$ cat src/rtl/pipe_ctrl.sv
// rtl/pipe_ctrl.sv - pipeline hazard controller: load-use, multi-cycle EX hold, flush
module pipe_ctrl (
    input  logic        clk,
    input  logic        rst,
    input  logic        stallreq_id,
    input  logic        ex_start,
    input  logic [5:0]  ex_cycles,
    input  logic        flush_req,
    output logic [5:0]  stall,
    output logic        flush,
    output logic        ex_busy,
    output logic        ex_done,
    output logic [31:0] stall_count
);

    // Hold patterns; bit5 is reserved and never set.
    localparam logic [5:0] STALL_NONE  = 6'b000000;
    localparam logic [5:0] STALL_LOAD  = 6'b000111;
    localparam logic [5:0] STALL_MULTI = 6'b001111;

    typedef enum logic {
        ST_RUN   = 1'b0,
        ST_MULTI = 1'b1
    } state_t;

    state_t      state_q, state_d;
    logic [5:0]  cnt_q, cnt_d;
    logic [31:0] stall_count_q, stall_count_d;
    logic [5:0]  stall_d;
    logic        flush_d;
    logic        ex_done_d;

    // State and remaining-cycle counter; reset wins over every request.
    always_ff @(posedge clk) begin
        if (rst) begin
            state_q <= ST_RUN;
            cnt_q   <= 6'd0;
        end else begin
            state_q <= state_d;
            cnt_q   <= cnt_d;
        end
    end

    // Next state and per-cycle outputs; priority is flush > multi-cycle hold > load-use.
    always_comb begin
        state_d   = state_q;
        cnt_d     = cnt_q;
        stall_d   = STALL_NONE;
        flush_d   = 1'b0;
        ex_done_d = 1'b0;
        unique case (state_q)
            ST_RUN: begin
                if (flush_req) begin
                    flush_d = 1'b1;
                    cnt_d   = 6'd0;
                end else if (ex_start && (ex_cycles != 6'd0)) begin
                    // This cycle is the first stalled one, so cnt holds the remainder.
                    stall_d = STALL_MULTI;
                    state_d = ST_MULTI;
                    cnt_d   = ex_cycles - 6'd1;
                end else if (stallreq_id) begin
                    stall_d = STALL_LOAD;
                end
            end
            ST_MULTI: begin
                if (flush_req) begin
                    // Abort the op: no completion pulse.
                    flush_d = 1'b1;
                    state_d = ST_RUN;
                    cnt_d   = 6'd0;
                end else if (cnt_q != 6'd0) begin
                    stall_d = STALL_MULTI;
                    cnt_d   = cnt_q - 6'd1;
                end else begin
                    // Release cycle; a load-use request here is re-sampled once back in RUN.
                    ex_done_d = 1'b1;
                    state_d   = ST_RUN;
                end
            end
            default: begin
                state_d = ST_RUN;
                cnt_d   = 6'd0;
            end
        endcase
    end

    // Saturating count of cycles with any hold active.
    always_comb begin
        stall_count_d = stall_count_q;
        if ((stall != STALL_NONE) && (stall_count_q != 32'hFFFF_FFFF)) begin
            stall_count_d = stall_count_q + 32'd1;
        end
    end

    // Stall-cycle counter register.
    always_ff @(posedge clk) begin
        if (rst) begin
            stall_count_q <= 32'd0;
        end else begin
            stall_count_q <= stall_count_d;
        end
    end

    // Outputs are quiet while reset is held so a mid-op reset never leaks a hold.
    always_comb begin
        stall   = rst ? STALL_NONE : stall_d;
        flush   = rst ? 1'b0 : flush_d;
        ex_done = rst ? 1'b0 : ex_done_d;
    end

    assign ex_busy     = (state_q == ST_MULTI);
    assign stall_count = stall_count_q;

endmodule

$ cat config.mk
export PLATFORM = sky130hd
export DESIGN_NAME = pipe_ctrl
export DESIGN_NICKNAME = d
export VERILOG_FILES = /design/src/rtl/pipe_ctrl.sv
export SDC_FILE = /design/constraint.sdc
export NUM_CORES = 1
export LEC_CHECK = 0
export BUFFER_PORTS_ARGS = -buffer_cell sky130_fd_sc_hd__buf_2
export CAP_MARGIN = 20
export CELL_PAD_IN_SITES_DETAIL_PLACEMENT = 0
export CELL_PAD_IN_SITES_GLOBAL_PLACEMENT = 1
export CORE_MARGIN = 2
export CORE_UTILIZATION = 40
export DETAILED_ROUTE_END_ITERATION = 8
export PLACE_DENSITY_LB_ADDON = 0.1
export SETUP_SLACK_MARGIN = 0.5
export SLEW_MARGIN = 10
export SYNTH_ARGS = -nofsm -noshare
export SYNTH_HDL_FRONTEND = slang
export SYNTH_SLANG_ARGS = --single-unit
$ cat constraint.sdc
create_clock -name clk -period 6.5 [get_ports clk]
set_input_delay 1.3 -clock clk [delete_from_list [all_inputs] [get_ports clk]]
set_output_delay 1.3 -clock clk [all_outputs]
set_load 0.01 [all_outputs]
==> out/qor.txt <==
Syn Inst Count -> 277
via count -> 2,288
Async SR Flop Fraction -> 0%
height of the die -> 79.95 um
fin crit period -> 4.583 ns
number of DRC violations after detailed-routing iteration 0 -> 118
final total negative setup slack -> 0 ns
starting utilization of the core area -> 41.64%
Fin Hold WS -> 0.4902 ns
WS Path Type -> in -> out
TritonRoute pass-1 iters -> 4
total CTS buffers -> 5
estimated wirelength of the detail-placed design -> 4210 um
Main synth FF type -> dfxtp_1
maximum capacitance violations -> 0
Max Slew Vio Count -> 0
count of clock tree sinks -> 39
horizontal extent of the die -> 79.95 um
endpoint of the worst register-to-register path -> stall_count[28]
normalized max-slew margin -> 40.11%
register-to-register path setup slack -> 3.80 ns
Worst-Skew Late Latency -> 0.29 ns
DRT Wirelength -> 5933 um
TritonCTS clock tree -> done
Setup violations, final -> 0
antenna-violating nets left -> 0
minimum setup slack in the final design -> 1.917 ns
overall routing resource usage -> 19.59%
number of resized instances in the post-cts repair step -> 0
wire per inst -> 15.14 um
total power divided by cell area -> 172.0 mW/mm^2
Fill cells -> 598
measured slew at the worst slew-check pin -> 0.8916 ns
final cycle utilization of the critical path -> 70.51%
count of nets after finishing -> 335
Max IR drop VDD -> 90.38 uV
number of synthesized flops with an enable pin -> 0
number of antenna violations at the first check in global routing -> 0
Synth cell types -> 52
worst clock skew -> 0.005790 ns
number of design rule violations left after detail routing -> 0
final weighted congestion in routability-driven placement -> 0.7527
cell types with the largest area share after synthesis -> dfxtp_1, a21oi_1, or4_1, o31ai_1, nor2_1
synthesized area per cell -> 8.329 um^2
Crit path required time -> 5.20 ns
CP max FO -> 25
Yosys top cell area share -> 33.84%
core area -> 0.005540 mm^2
I/O pin count -> 52
crit start category -> input pin
leakage dissipation -> 0.9907 nW
DIE AREA -> 0.006391 mm^2
cell type with the highest aggregate area in the netlist -> dfxtp_1
number of diodes -> 0
unrepaired setup endpoints after global routing -> false
worst-case hold path end point -> cnt_q[4]
sequential share of the synthesized area -> 33.84%
largest net degree at the start of global routing -> 35
number of buffers on the longest clock path -> 2
layout cells sized above 1 -> 22.50%
signal arrival time at the worst endpoint -> 3.28 ns
result of the run -> finished clean
aggregate global routing overflow -> 0
vias in the first global route -> 2,054
Hold Fails Final Rpt -> 0
worst slack after detailed placement -> 1.917 ns
post-synthesis instance area -> 0.002307 mm^2
port buffer count -> 49
Hold Path Cell Cnt -> 2
start point of the worst hold path -> cnt_q[4]
class of the most critical hold timing path -> reg -> reg
count of warnings emitted by yosys -> 0
clk slew on worst S/H paths -> 0.08 ns
reg2reg start -> stall_count[0]
most used standard cell by instance count after synthesis -> dfxtp_1
Rows -> 27
Synth top cells by count -> dfxtp_1, a21oi_1, nor2_1, nand2_1, or4_1
Reg2Reg Depth -> 6
area delta synth->final -> 14.15%
Fmax achieved -> 218.2 MHz
H-Tree Depth -> 2
CTS root buf -> clkbuf_8
count of state elements after synthesis -> 39
first-pass GRT wire length -> 9936 um
Critical Path Sink Type -> output pin
number of buffers added for setup after CTS -> 0
CTS hold repair buffers -> 0
via density per instance -> 5.837
routing by layer:
metal	GRT usage (%)	part of all wire, %	routed length [um]	vias to the layer above
li1	-	-	-	1156
met1	28.14	50	2966	1080
met2	29.25	45	2668	45
met3	4.072	4.0	237	7
met4	5.932	1.0	60	0
met5	0	0	0	-
power by group:
group	switching, W	internal [W]	leakage [nW]	total (W)
sequential	0.00000467	0.000242	0.315	0.000246
clock	0.0000845	0.0000754	0.0422	0.000160
combinational	0.0000284	0.0000183	0.634	0.0000467
total	0.000118	0.000335	0.991	0.000453
worst max path at each step:
| stage | start | end | slack (ns) | cells past startpoint |
|---|---|---|---|---|
| after global placement | ex_cycles[0] | stall[0] | 1.94 | 8 |
| after detailed placement | ex_cycles[0] | stall[0] | 1.92 | 8 |
| after CTS | ex_cycles[0] | stall[0] | 1.92 | 8 |
| after global routing | ex_cycles[0] | stall[0] | 1.80 | 8 |
| after floorplan | ex_cycles[0] | stall[1] | 2.39 | 8 |
| final | ex_cycles[0] | stall[0] | 1.92 | 8 |
cell type report:
cell class                      instances  area (um^2)  area share, %
Multi-Input combinational cell        212         1388          52.68
Sequential cell                        39        780.7          29.64
Timing Repair Buffer                   50        252.7          9.596
Tap cell                               72        90.09          3.420
Clock buffer                            7        76.32          2.898
Inverter                               11        41.29          1.568
Clock inverter                          1        5.005         0.1900
logic make-up (layout without fill, tap and decap cells):
kind of cell | after synthesis | after routing | synth area share, %
simple gates | 121 | 121 | 31.18
compound gates | 75 | 75 | 21.91
flops | 39 | 39 | 33.84
buf+inv | 27 | 69 | 6.182
fa+ha+maj | 5 | 5 | 2.711
mux | 5 | 5 | 2.494
xor+xnor | 4 | 4 | 1.519
other cells | 1 | 2 | 0.1625
stage by stage:
stage	utilization [%]	std cells	area [um^2]	power, W
floorplan	-	278	2311	0.0002855
global placement	46.07	384	2552	0.0002988
detailed placement	46.07	384	2552	0.0002989
CTS	47.54	392	2634	0.0004594
global route	47.54	392	2634	0.0004742
finish	47.54	392	2634	0.0004530
state kept, by name (all words and copies together) (netlist names):
signal and count:
ex_busy 1, cnt_q 6, stall_count 32
worst max-delay path: stages:
cell     delay, ns
buf_2         0.13
inv_1         0.08
ha_1          0.15
or4b_2        0.58
o32a_1        0.26
nand2_2       0.35
inv_1         0.23
buf_2         0.20
placed cells by master, fill, tap and decap left out, types with 9 or more instances in the layout:
| master | Yosys | final |
|---|---|---|
| or3_1 | 9 | 9 |
| a21oi_1 | 26 | 26 |
| o31ai_1 | 15 | 15 |
| nor2_1 | 18 | 18 |
| nand3_1 | 12 | 12 |
| or4_1 | 16 | 16 |
| o21ai_0 | 11 | 11 |
| nand2_1 | 17 | 17 |
| buf_2 | 3 | 49 |
| inv_1 | 11 | 11 |
| nor3_1 | 9 | 9 |
| dfxtp_1 | 39 | 39 |
Power figures use the tool's default switching activity.
